## src/rtl/pipe_skid_reg_pkg.sv

```systemverilog
`default_nettype none
// ============================================================================
//  Module      : pipe_skid_reg_pkg
//  Description : Shared pipeline types and widths for the skid-buffered
//                pipeline register (state encoding, IF/ID payload widths).
//  Revision    : 1.0 - initial release
// ============================================================================
package pipe_skid_reg_pkg;

    localparam int INST_W    = 32;
    localparam int PC_W      = 32;
    localparam int PAYLOAD_W = INST_W + PC_W;

    // Encoding doubles as the entry count, so occupancy falls out of the state.
    typedef enum logic [1:0] {
        EMPTY = 2'd0,
        HALF  = 2'd1,
        FULL  = 2'd2
    } state_t;

    function automatic logic [1:0] occ_of(input state_t st);
        case (st)
            HALF:    occ_of = 2'd1;
            FULL:    occ_of = 2'd2;
            default: occ_of = 2'd0;
        endcase
    endfunction

endpackage : pipe_skid_reg_pkg
`default_nettype wire

```

## src/rtl/pipe_skid_reg.sv

```systemverilog
`default_nettype none
// ============================================================================
//  Module      : pipe_skid_reg
//  Description : Two-entry skid pipeline register with registered in_ready,
//                synchronous flush and a saturating output-stall counter.
//  Revision    : 1.0 - initial release
// ============================================================================
module pipe_skid_reg
    import pipe_skid_reg_pkg::*;
#(
    parameter int                DATA_W    = PAYLOAD_W,
    parameter logic [DATA_W-1:0] FLUSH_VAL = '0,
    parameter int                CNT_W     = 16
) (
    input  logic              clk,
    input  logic              rst,
    input  logic              flush,
    input  logic              in_valid,
    output logic              in_ready,
    input  logic [DATA_W-1:0] in_data,
    output logic              out_valid,
    input  logic              out_ready,
    output logic [DATA_W-1:0] out_data,
    output logic [1:0]        occupancy,
    output logic [CNT_W-1:0]  stall_cnt
);

    state_t             r_state;
    state_t             w_state_nxt;
    logic [DATA_W-1:0]  r_main;
    logic [DATA_W-1:0]  r_skid;
    logic [DATA_W-1:0]  w_main_nxt;
    logic [DATA_W-1:0]  w_skid_nxt;
    logic [CNT_W-1:0]   r_stall_cnt;
    logic               w_in_fire;
    logic               w_out_fire;
    logic               w_stall;
    logic               w_stall_max;

    assign w_in_fire   = in_valid & in_ready;
    assign w_out_fire  = out_valid & out_ready;
    assign w_stall_max = &r_stall_cnt;
    assign w_stall     = out_valid & ~out_ready & ~flush;

    // ------------------------------------------------------------------
    // State and storage registers
    // ------------------------------------------------------------------
    always_ff @(posedge clk or posedge rst) begin
        if (rst) begin
            r_state <= EMPTY;
            r_main  <= FLUSH_VAL;
            r_skid  <= FLUSH_VAL;
        end else begin
            r_state <= w_state_nxt;
            r_main  <= w_main_nxt;
            r_skid  <= w_skid_nxt;
        end
    end

    // ------------------------------------------------------------------
    // Next-state and storage update
    // ------------------------------------------------------------------
    always_comb begin
        w_state_nxt = r_state;
        w_main_nxt  = r_main;
        w_skid_nxt  = r_skid;
        if (flush) begin
            w_state_nxt = EMPTY;
            w_main_nxt  = FLUSH_VAL;
            w_skid_nxt  = FLUSH_VAL;
        end else begin
            case (r_state)
                EMPTY: begin
                    if (w_in_fire) begin
                        w_main_nxt  = in_data;
                        w_state_nxt = HALF;
                    end
                end
                HALF: begin
                    if (w_in_fire && w_out_fire) begin
                        w_main_nxt  = in_data;
                    end else if (w_in_fire) begin
                        w_skid_nxt  = in_data;
                        w_state_nxt = FULL;
                    end else if (w_out_fire) begin
                        w_main_nxt  = FLUSH_VAL;
                        w_state_nxt = EMPTY;
                    end
                end
                FULL: begin
                    // in_ready is low here, so only the drain side can move.
                    if (w_out_fire) begin
                        w_main_nxt  = r_skid;
                        w_skid_nxt  = FLUSH_VAL;
                        w_state_nxt = HALF;
                    end
                end
                default: begin
                    w_state_nxt = EMPTY;
                    w_main_nxt  = FLUSH_VAL;
                    w_skid_nxt  = FLUSH_VAL;
                end
            endcase
        end
    end

    // ------------------------------------------------------------------
    // Handshake outputs, decoded from the state flops only
    // ------------------------------------------------------------------
    always_comb begin
        in_ready  = 1'b1;
        out_valid = 1'b0;
        occupancy = occ_of(r_state);
        case (r_state)
            EMPTY: begin
                in_ready  = 1'b1;
                out_valid = 1'b0;
            end
            HALF: begin
                in_ready  = 1'b1;
                out_valid = 1'b1;
            end
            FULL: begin
                in_ready  = 1'b0;
                out_valid = 1'b1;
            end
            default: begin
                in_ready  = 1'b1;
                out_valid = 1'b0;
            end
        endcase
    end

    assign out_data = r_main;

    // ------------------------------------------------------------------
    // Saturating stall counter
    // ------------------------------------------------------------------
    always_ff @(posedge clk or posedge rst) begin
        if (rst) begin
            r_stall_cnt <= '0;
        end else if (w_stall && !w_stall_max) begin
            r_stall_cnt <= r_stall_cnt + 1'b1;
        end
    end

    assign stall_cnt = r_stall_cnt;

endmodule : pipe_skid_reg
`default_nettype wire

```

## config.mk

```make
export PLATFORM = sky130hd
export DESIGN_NAME = pipe_skid_reg
export DESIGN_NICKNAME = d
export VERILOG_FILES = /design/src/rtl/pipe_skid_reg_pkg.sv /design/src/rtl/pipe_skid_reg.sv
export SDC_FILE = /design/constraint.sdc
export NUM_CORES = 1
export LEC_CHECK = 0
export ABC_AREA = 1
export CAP_MARGIN = 40
export CORE_ASPECT_RATIO = 1.75
export CORE_UTILIZATION = 35
export CTS_CLUSTER_SIZE = 28
export DETAILED_ROUTE_END_ITERATION = 16
export GPL_TIMING_DRIVEN = 0
export SLEW_MARGIN = 25
export SYNTH_ARGS = -nofsm -noshare
export SYNTH_HDL_FRONTEND = slang
export SYNTH_SLANG_ARGS = --single-unit
```

## constraint.sdc

```tcl
create_clock -name clk -period 9.3 [get_ports clk]
set_clock_uncertainty 0.2 [all_clocks]
set_input_delay 1.86 -clock clk [delete_from_list [all_inputs] [get_ports clk]]
set_output_delay 1.86 -clock clk [all_outputs]
set_load 0.02 [all_outputs]
```

# Word level (Yosys, flattened, before mapping)
# Index checks and enable logic that the tools add are counted.
dict set report totals {
  regBits 146
  input_bits 69
  output_inout_bits 84
  wordCells 50
}
dict set report classes {
  n_addsub 1
  n_eq_ne 10
  muxes 20
  bitwise_logic 6
  n_reduce_logical 9
}
# op n
set op_table {}
lappend op_table {{$mux 64} 8}
lappend op_table {{$pmux 64 s3} 2}
lappend op_table {{$add 16x1->16 const B} 1}
lappend op_table {{$reduce_and 16->1} 1}
lappend op_table {{$mux 2} 6}
lappend op_table {{$ne 3x3->1 const B} 4}
lappend op_table {{$ne 4x4->1 const B} 3}
lappend op_table {{$reduce_and 4->1} 3}
lappend op_table {{$pmux 2 s3} 1}
lappend op_table {{$and 1x1->1} 4}
lappend op_table {{$pmux 2 s2} 1}
lappend op_table {{$eq 2x1->1 const B} 1}
lappend op_table {{$eq 2x2->1 const B} 1}
lappend op_table {{$logic_and 1x1->1} 2}
lappend op_table {{$logic_not 2->1} 1}
lappend op_table {{$mux 1} 2}
lappend op_table {{$ne 2x2->1 const B} 1}
lappend op_table {{$not 1->1} 2}
lappend op_table {{$reduce_or 2->1} 1}
lappend op_table {{$logic_not 1->1} 1}

# Longest topological paths before layout
# Gate-level depths: netlist of the first run.
dict set report depth {
  depth_word 9
  depth_mapped 11
  ltp_nobuf 10
}

# Least setup slack after synthesis of the first run
# No wires, ideal clock.
dict set report synth_timing {
  path_type {input port to flip-flop}
  startpoint {input out_ready}
  endpoint {register r_main[0] (netlist: out_data[0])}
  setup_ps 66
  arrival_time_ps 2782
  required_time_ps 9034
  setup_slack_ps 6253
  cell_stages 7
  path_buffers 1
  path_cell_list {nand2_1 > nand3_1 > nand3_2 > nor3_4 > buf_6 > nand2_1 > nand2_1}
}
dict set report synth_via {
  elab_chain_cells 5
  word_cells_on_any_way 9
  cone_classes {eq/ne (3); mux (3); bitwise (1); reduce/logical (2)}
}
# element line
set synth_rtl {}
lappend synth_rtl {{from (decl)} pipe_skid_reg.sv:22} ;# input logic out_ready,
lappend synth_rtl {{$and 1x1->1 *} pipe_skid_reg.sv:41} ;# assign w_out_fire = out_valid & out_ready;
lappend synth_rtl {{$logic_and 1x1->1} pipe_skid_reg.sv:80} ;# if (w_in_fire && w_out_fire) begin
lappend synth_rtl {{$mux 64} pipe_skid_reg.sv:80}
lappend synth_rtl {{$pmux 64 s3} pipe_skid_reg.sv:72} ;# case (r_state)
lappend synth_rtl {{$mux 64} pipe_skid_reg.sv:67} ;# if (flush) begin
lappend synth_rtl {{to (signal assigned)} pipe_skid_reg.sv:55} ;# r_main <= w_main_nxt;
lappend synth_rtl {{to (decl)} pipe_skid_reg.sv:30} ;# logic [DATA_W-1:0] r_main;
# Every way passes the cells marked *; elsewhere a longest branch is shown, timed or not.
# A chain may end at the register's enable or synchronous reset.

# Worst setup path after layout of the first run
dict set report layout_timing {
  startpoint {register r_state[0]}
  endpoint {output out_valid}
}
dict set report layout_via {
  elab_chain_cells 3
  word_cells_on_any_way 4
  cone_classes {eq/ne (2); mux (1); reduce/logical (1)}
}
# element line
set layout_rtl {}
lappend layout_rtl {{from (decl)} pipe_skid_reg.sv:28} ;# state_t r_state;
lappend layout_rtl {{from (signal assigned)} pipe_skid_reg.sv:54} ;# r_state <= w_state_nxt;
lappend layout_rtl {{$eq 2x2->1 / $eq 2x1->1 (equally long branches)} pipe_skid_reg.sv:114} ;# case (r_state)
lappend layout_rtl {{$reduce_or 2->1 (no source line) *} --}
lappend layout_rtl {{$mux 1 *} pipe_skid_reg.sv:114}
lappend layout_rtl {{to (decl)} pipe_skid_reg.sv:21} ;# output logic out_valid,
# Marks and branches as above.

==> results of run 1 <==
## how the worst max path moves through the flow
stage                           startpoint  cells after the start                  endpoint  slack [ns]
CTS                 r_state[0]$_DFFE_PP0P_                      3                 out_valid        5.29
global placement                       rst                      2  out_data[15]$_DFFE_PP0P_        0.93
floorplan                              rst                      1   out_data[0]$_DFFE_PP0P_        3.32
global route        r_state[0]$_DFFE_PP0P_                      3                 out_valid        5.21
detailed placement                   flush                      8    r_skid[23]$_DFFE_PP0P_        5.12
finish              r_state[0]$_DFFE_PP0P_                      3                 out_valid        5.31
## per-stage QoR
stage / instances / hold slack [ns] / power (mW) / util, % / instance area, um^2
floorplan: 1021 / 0.259 / 1.69 / - / 7490
global placement: 1425 / 0.261 / 2.22 / 44.6 / 9330
detailed placement: 1426 / 0.264 / 2.23 / 44.7 / 9360
CTS: 1458 / 0.280 / 3.06 / 48.0 / 10100
global route: 1458 / 0.290 / 3.22 / 48.0 / 10100
finish: 1458 / 0.274 / 3.02 / 48.0 / 10100
## metal layers
| metal | routed length (um) | share of wire, % | track usage (%) |
|---|---|---|---|
| met3 | 1200 | 5.3 | 4.93 |
| met2 | 12000 | 52 | 40.6 |
| met4 | 546 | 2.4 | 8.84 |
| met1 | 9100 | 40 | 24.0 |
| met5 | 0 | 0 | 0 |
## area by class of cell
| class | instances | area (um^2) |
|---|---|---|
| tap | 252 | 315 |
| inverter | 18 | 75.1 |
| multi-input combinational | 786 | 3430 |
| timing repair buffer | 153 | 1550 |
| sequential | 146 | 3650 |
| buffer | 71 | 339 |
| fill | 2093 | 10900 |
| clock buffer | 22 | 464 |
| clock inverter | 10 | 228 |
## worst min-delay path: stages (launching register included)
cell and delay (ns):
dfrtp_1 0.34, nand2_1 0.05, nand2_1 0.05
## kinds of logic (layout without fill, tap and decap cells)
kind of cell	after synthesis	after routing	synth area share, %
AO/OA/AOI/OAI	73	73	5.03
XOR/XNOR	7	7	0.818
adder cells (fa/ha/maj)	6	6	1.00
buffers and inverters	89	274	5.43
flip-flops	146	146	48.8
AND/OR/NAND/NOR	700	700	39.0
## power groups by stage
stage | clock, mW | sequential, mW | combinational, mW
2_1_floorplan | 0 | 1.06 | 0.625
3_3_place_gp | 0 | 0.940 | 1.28
3_5_place_dp | 0 | 0.942 | 1.29
4_1_cts | 0.830 | 0.933 | 1.29
5_1_grt | 0.855 | 0.952 | 1.42
6_report | 0.814 | 0.931 | 1.28
## placed cells by master (no fill, tap or decap), drive strengths merged
| cell | count |
|---|---|
| clkdlybuf4s50 | 152 |
| clkinv | 2 |
| nand2 | 469 |
| nor2 | 22 |
| buf | 34 |
| xnor2 | 6 |
| dfrtp | 146 |
| o21ai | 72 |
| ha | 6 |
| nand4 | 6 |
| clkbuf | 60 |
| a21oi | 1 |
| clkinvlp | 1 |
| inv | 18 |
| bufinv | 7 |
| xor2 | 1 |
| nand3 | 201 |
| nor3b | 1 |
| nor3 | 1 |
## registers in the layout, summed over array words and instances, names as in the netlist
register   count
r_state        2
stall_cnt     16
r_skid        64
out_data      64
==> results.sh, run 1 <==
export IMPL_die_w_um=113
export IMPL_hold_class="reg2reg"
export IMPL_antenna_left=0
export IMPL_synth_top_area_share_pct=48.8
export IMPL_synth_warnings=0
export IMPL_ys_flop_type="dfrtp_1"
export IMPL_grt_ovfl_total=0
export IMPL_clk_pin_slew_ns=0.06
export IMPL_critPathRequiredTime_ns=7.24
export IMPL_cts_root_buffer="clkbuf_16"
export IMPL_synth_edff_count=0
export IMPL_synth_async_reset_ratio_pct=100
export IMPL_crit_fanout=4
export IMPL_drv_cap=0
export IMPL_finalHoldViolations=0
export IMPL_dpl_worst_slack_ns=5.12
export IMPL_path_cells="inv_1 > ha_1 > clkdlybuf4s50_1"
export IMPL_p_int_mw=1.83
export IMPL_critical_path_top_delay_family="buffers and inverters"
export IMPL_cts_max_level=4
export IMPL_power_density_nw_per_um2=301
export IMPL_outcome="completed"
export IMPL_routedWlPerCell_um=15.6
export IMPL_cts_resized_gates=0
export IMPL_grt_pass1_vias=7341
export IMPL_viasPerCell=5.03
export IMPL_min_delay_worst_endpoint="out_data[8]$_DFFE_PP0P_"
export IMPL_fin_crit_ns=3.99
export IMPL_slowest_stage="clkdlybuf4s50_1"
export IMPL_ir_worst_vdd_uv=163
export IMPL_syn_nets=1096
export IMPL_die_area_um2=22000
export IMPL_layout_setup_ws_ns=5.31
export IMPL_antenna_found_initial=0
export IMPL_combinationalPowerShare_pct=42.3
export IMPL_hold_start="out_data[8]$_DFFE_PP0P_"
export IMPL_slew_violations=0
export IMPL_max_stage_delay_ns=0.67
export IMPL_die_y_um=196
export IMPL_wirelength_um=22800
export IMPL_synth_seq_area_share_pct=48.8
export IMPL_syn_avg_cell_area_um2=7.34
export IMPL_min_period_over_period_pct=42.9
export IMPL_synth_largest_area_cell="dfrtp_1"
export IMPL_cp_start_kind="flip-flop"
export IMPL_slew_limit_headroom_pct=48.7
export IMPL_worstSkewPairLatency_ns=0.43
export IMPL_yosysUniqueCellTypes=22
export IMPL_cts_buffers=17
export IMPL_critPathKind="reg2out"
export IMPL_grt_max_degree=78
export IMPL_postCtsSetupRepairBufs=0
export IMPL_yosysMostFrequentCell="nand2_1"
export IMPL_r2r_setup_slack_ns=6.75
export IMPL_cts_tree="done"
export IMPL_grt_pass1_wl_um=38000
export IMPL_synth_top_cells_by_area="dfrtp_1 49%, nand2_1 24%, nand3_1 13%"
export IMPL_drc=0
export IMPL_firstDrtPassIters=5
export IMPL_p_seq_share_pct=30.8
export IMPL_io_buffers=152
export IMPL_vias=7340
export IMPL_cts_buffer_depth=2
export IMPL_pin_count=153
export IMPL_cts_sinks=146
export IMPL_core_um2=20900
export IMPL_drt_iter0_markers=437
export IMPL_nNetsFinal=1268
export IMPL_critPathCaptureType="output port"
export IMPL_rr_endpoint="r_skid[32]$_DFFE_PP0P_"
export IMPL_drive_gt1_share_pct=5.47
export IMPL_p_clk_share_pct=26.9
export IMPL_placementRows=70
export IMPL_start_util_pct=35.8
export IMPL_diodes=0
export IMPL_swShare_pct=39.6
export IMPL_setup_viol=0
export IMPL_synth_area_um2=7490
export IMPL_rsz0062_at_grt="false"
export IMPL_rr_worst_depth=10
export IMPL_synth_common_cells="469 x nand2_1, 200 x nand3_1, 146 x dfrtp_1"
export IMPL_switchingPower_mw=1.20
export IMPL_holdBufCountCts=0
export IMPL_max_freq_mhz=250
export IMPL_leakage_nw=4.66
export IMPL_place_congestion=0.820
export IMPL_worstPathArrival_ns=1.93
export IMPL_dp_hpwl_um=16200
export IMPL_grtUsageTotal_pct=22.0
export IMPL_area_growth_pct=34.2
export IMPL_tightest_slew_ns=0.768
export IMPL_hold_depth=2
export IMPL_cp_num_buf_inv=2
export IMPL_r2r_start="r_state[0]$_DFFE_PP0P_"
export IMPL_synth_seq_cells=146
export IMPL_fin_tns_setup_ns=0
export IMPL_syn_inst=1021
No activity file was read; power rests on OpenSTA's default activity.
==> inputs of run 2 (changes only) <==
==> constraint.sdc (replaced) <==
create_clock -name clk -period 4.09 [get_ports clk]
set_clock_uncertainty 0.2 [all_clocks]
set_input_delay 0.818 -clock clk [delete_from_list [all_inputs] [get_ports clk]]
set_output_delay 0.818 -clock clk [all_outputs]
set_load 0.02 [all_outputs]
==> run 2 against run 1 <==
Clock power increased by 77%; non-clock buffer count rose by 5; final cell count increased by 0.27%; first-iteration DRC count is 23% lower; final area is 0.50% lower; routed wire length is essentially flat; sequential cell count unchanged.
==> results.sh, run 2 (same netlist as run 1, synthesis figures left out) <==
export IMPL_outcome="completed"
export IMPL_antenna_found_initial=1
export IMPL_start_util_pct=35.8
export IMPL_drive_gt1_share_pct=5.62
export IMPL_grt_pass1_wl_um=37800
export IMPL_area_growth_pct=33.6
export IMPL_r2r_setup_slack_ns=1.56
export IMPL_fin_tns_setup_ns=0
export IMPL_hold_class="reg2reg"
export IMPL_routedWlPerCell_um=15.6
export IMPL_dpl_worst_slack_ns=1.01
export IMPL_leakage_nw=4.64
export IMPL_power_density_nw_per_um2=648
export IMPL_holdBufCountCts=0
export IMPL_rsz0062_at_grt="false"
export IMPL_grt_ovfl_total=0
export IMPL_final_cell_mix="469 x nand2_1, 200 x nand3_1, 152 x clkdlybuf4s50_1"
export IMPL_drc=0
export IMPL_worstSkewPairLatency_ns=0.43
export IMPL_grtUsageTotal_pct=22.0
export IMPL_setup_viol=0
export IMPL_die_y_um=196
export IMPL_worstPathArrival_ns=1.93
export IMPL_io_buffers=152
export IMPL_grt_pass1_vias=7375
export IMPL_postCtsSetupRepairBufs=0
export IMPL_postPlaceCellArea_um2=9470
export IMPL_dp_hpwl_um=16700
export IMPL_fin_crit_ns=2.95
export IMPL_critPathRequiredTime_ns=3.07
export IMPL_crit_fanout=4
export IMPL_final_common_cell="nand2_1"
export IMPL_drt_iter0_markers=335
export IMPL_firstDrtPassIters=5
export IMPL_nNetsFinal=1273
export IMPL_cts_max_level=4
export IMPL_critPathCaptureType="output port"
export IMPL_cts_buffer_depth=2
export IMPL_finalHoldViolations=0
export IMPL_grt_max_degree=31
export IMPL_critPathKind="reg2out"
export IMPL_core_um2=20900
export IMPL_max_freq_mhz=339
export IMPL_final_util_pct=47.8
export IMPL_slew_violations=0
export IMPL_clk_pin_slew_ns=0.06
export IMPL_pin_count=153
export IMPL_viasPerCell=4.98
export IMPL_die_w_um=113
export IMPL_ir_worst_vdd_uv=266
export IMPL_antenna_left=0
export IMPL_cts_sinks=146
export IMPL_die_area_um2=22000
export IMPL_min_period_over_period_pct=72.2
export IMPL_wirelength_um=22800
export IMPL_placementRows=70
export IMPL_vias=7282
export IMPL_slew_limit_headroom_pct=48.6
export IMPL_layout_setup_ws_ns=1.14
export IMPL_drv_cap=0
export IMPL_cp_start_kind="flip-flop"
export IMPL_tightest_slew_ns=0.768
export IMPL_fin_area_um2=10000
export IMPL_cts_root_buffer="clkbuf_16"
export IMPL_place_congestion=0.827
export IMPL_cts_buffers=17
export IMPL_cts_tree="done"
export IMPL_cts_resized_gates=0
[run 2: cell types whose count changed in the layout (fill, tap and decap cells not counted), sizes merged]
cell,previous run,this run
inv,18,17
diode,0,1
bufinv,7,1
buf,34,39
clkinv,2,6
clkbuf,60,61
[run 2: critical path, stage by stage (launching register included)]
cell	delay [ns]
dfrtp_1	0.40
inv_1	0.12
ha_1	0.33
clkdlybuf4s50_1	0.65
[run 2: metrics by stage]
stage / instances / power, mW / hold slack [ns]
after floorplan: 1021 / 3.83 / 0.259
after global placement: 1425 / 5.05 / 0.262
after detailed placement: 1431 / 5.09 / 0.264
after CTS: 1461 / 6.56 / 0.281
after global routing: 1462 / 6.94 / 0.287
final: 1462 / 6.48 / 0.273
[run 2: where the power goes]
group	leakage, nW	internal (mW)	switching (mW)
Sequential	1.98	1.86	0.255
Combinational	2.39	1.07	1.86
Clock	0.266	0.854	0.588
[run 2: final cells by class]
type	instances	area [um^2]
multi-input cells	786	3430
flip-flops and latches	146	3650
clock inverters	7	60.1
clock buffers	23	468
repair buffers	158	1660
well taps	252	315
fillers	2065	10900
diodes	1	2.50
plain buffers	71	339
inverters	18	71.3
[run 2: path summary, 6_finish.rpt]
check                                        startpoint                       end  depth (start not counted)
max in group asynchronous                           rst  out_data[28]$_DFFE_PP0P_                          6
worst max register to register   r_state[0]$_DFFE_PP0P_    r_skid[18]$_DFFE_PP0P_                         10
min in group asynchronous                           rst  out_data[55]$_DFFE_PP0P_                          2
worst min-delay path            out_data[7]$_DFFE_PP0P_   out_data[7]$_DFFE_PP0P_                          2
worst min register to register  out_data[7]$_DFFE_PP0P_   out_data[7]$_DFFE_PP0P_                          2
worst max-delay path             r_state[0]$_DFFE_PP0P_                 out_valid                          3
[run 2: routing by layer]
metal,part of all wire [%],global-route usage [%],up-vias
met2,52,40.1,191
met4,3.6,11.2,0
met5,0,0,-
met1,39,23.4,3384
li1,-,-,3660
met3,5.2,4.87,47
==> inputs of run 3 (changes only) <==
==> constraint.sdc (replaced) <==
create_clock -name clk -period 2.8 [get_ports clk]
set_clock_uncertainty 0.2 [all_clocks]
set_input_delay 0.56 -clock clk [delete_from_list [all_inputs] [get_ports clk]]
set_output_delay 0.56 -clock clk [all_outputs]
set_load 0.02 [all_outputs]
==> run 3 against run 2 <==
Highest routed layer unchanged; combinational power is 46% higher; count of clock-buffer cells in the layout stayed put; critical path depth stayed put; total power is 46% higher; sequential power is 46% higher; non-clock buffer count stayed put; core utilization hardly changed; critical endpoint unchanged; hold slack worse by 0.012 ns; final area hardly changed; via count is 0.12% higher; register-to-register slack worse by 1.3 ns; clock power is 47% higher.
==> results.sh, run 3 (same netlist as run 1, synthesis figures left out) <==
export IMPL_postPlaceCellArea_um2=9470
export IMPL_whs_ns=0.260
export IMPL_setup_viol=0
export IMPL_r2r_start="r_state[0]$_DFFE_PP0P_"
export IMPL_routedWlPerCell_um=15.6
export IMPL_cts_tree="done"
export IMPL_cts_buffers=17
export IMPL_critPathRequiredTime_ns=2.04
export IMPL_firstDrtPassIters=5
export IMPL_die_y_um=196
export IMPL_crit_path_start="r_state[0]$_DFFE_PP0P_"
export IMPL_layout_setup_ws_ns=0.106
export IMPL_hold_class="in2async"
export IMPL_drc=0
export IMPL_dp_hpwl_um=16700
export IMPL_fillCellCount=2064
export IMPL_cts_sinks=146
export IMPL_worstSkewPairLatency_ns=0.43
export IMPL_cts_resized_gates=0
export IMPL_grt_pass1_wl_um=37800
export IMPL_p_int_mw=5.52
export IMPL_r2r_setup_slack_ns=0.30
export IMPL_grt_max_degree=31
export IMPL_crit_path_end="out_valid"
export IMPL_grt_pass1_vias=7375
export IMPL_dpl_worst_slack_ns=-0.0220
export IMPL_postCtsSetupRepairBufs=0
export IMPL_fin_crit_ns=2.69
export IMPL_io_buffers=152
export IMPL_min_period_over_period_pct=96.2
export IMPL_grtUsageTotal_pct=22.0
export IMPL_start_util_pct=35.8
export IMPL_viasPerCell=4.99
export IMPL_final_common_cell="nand2_1"
export IMPL_leakage_nw=4.64
export IMPL_rsz0062_at_grt="false"
export IMPL_combinationalPowerShare_pct=45.2
export IMPL_max_freq_mhz=371
export IMPL_grt_ovfl_total=0
export IMPL_antenna_found_initial=1
export IMPL_ir_worst_vdd_uv=389
export IMPL_core_um2=20900
export IMPL_vias=7291
export IMPL_worstPathArrival_ns=1.93
export IMPL_layout_area_seq_um2=3650
export IMPL_wirelength_um=22800
export IMPL_slew_violations=0
export IMPL_crit_fanout=4
export IMPL_cts_root_buffer="clkbuf_16"
export IMPL_outcome="completed"
export IMPL_fin_tns_setup_ns=0
export IMPL_clk_pin_slew_ns=0.06
export IMPL_cts_max_level=4
export IMPL_nNetsFinal=1273
export IMPL_cts_buffer_depth=2
export IMPL_antenna_left=0
export IMPL_finalHoldViolations=0
export IMPL_cp_start_kind="flip-flop"
export IMPL_rr_worst_depth=10
export IMPL_critPathCaptureType="output port"
export IMPL_fin_area_um2=10000
export IMPL_tightest_slew_ns=0.770
export IMPL_rr_endpoint="out_data[62]$_DFFE_PP0P_"
export IMPL_critPathKind="reg2out"
export IMPL_switchingPower_mw=3.95
export IMPL_pin_count=153
export IMPL_placementRows=70
export IMPL_holdBufCountCts=0
export IMPL_slew_limit_headroom_pct=48.5
export IMPL_swShare_pct=41.7
export IMPL_place_congestion=0.827
export IMPL_final_cell_mix="469 x nand2_1, 200 x nand3_1, 152 x clkdlybuf4s50_1"
export IMPL_drt_iter0_markers=336
export IMPL_power_density_nw_per_um2=947
export IMPL_die_w_um=113
export IMPL_drv_cap=0
export IMPL_die_area_um2=22000
export IMPL_multiInputGateArea_um2=3430
export IMPL_p_seq_share_pct=32.6
export IMPL_drive_gt1_share_pct=5.71
export IMPL_area_growth_pct=33.6
export IMPL_p_clk_share_pct=22.2
## run 3: worst min-delay path by stage
stage               depth (start not counted)                  endpoint                     from  slack, ns
floorplan                                   2     r_skid[0]$_DFFE_PP0P_    r_skid[0]$_DFFE_PP0P_       0.26
global placement                            2   out_data[6]$_DFFE_PP0P_  out_data[6]$_DFFE_PP0P_       0.26
detailed placement                          2   out_data[1]$_DFFE_PP0P_  out_data[1]$_DFFE_PP0P_       0.26
CTS                                         2  out_data[55]$_DFFE_PP0P_                      rst       0.26
global route                                2  out_data[53]$_DFFE_PP0P_                      rst       0.29
finish                                      2  out_data[55]$_DFFE_PP0P_                      rst       0.26
## run 3: metal layers
| metal | track usage (%) | wire length (um) |
|---|---|---|
| met1 | 23.4 | 8940 |
| met2 | 40.1 | 11900 |
| met3 | 4.87 | 1200 |
| met4 | 11.2 | 817 |
| met5 | 0 | 0 |
## run 3: power groups by stage
stage          Combinational (mW)  Sequential (mW)  Clock [mW]
6_report                     4.28             3.09        2.11
5_1_grt                      4.74             3.17        2.23
4_1_cts                      4.33             3.10        2.16
3_5_place_dp                 4.31             3.12           0
3_3_place_gp                 4.26             3.12           0
2_1_floorplan                2.08             3.52           0
## run 3: cell type report
type                    instances  area share [%]
repair buffers                158            16.6
multi-input cells             786            34.3
plain buffers                  71            3.40
clock inverters                 7           0.600
flip-flops and latches        146            36.5
clock buffers                  23            4.68
diodes                          1          0.0250
well taps                     252            3.15
inverters                      18           0.713
## run 3: metrics by stage
step / total power, mW / instances / utilization (%)
floorplan: 5.60 / 1021 / -
global placement: 7.38 / 1425 / 44.6
detailed placement: 7.43 / 1431 / 45.3
CTS: 9.58 / 1461 / 47.8
global route: 10.1 / 1462 / 47.8
finish: 9.48 / 1462 / 47.8
## run 3: critical path: stages, from the launching register on
cell and delay (ns):
dfrtp_1 0.40, inv_1 0.12, ha_1 0.33, clkdlybuf4s50_1 0.65
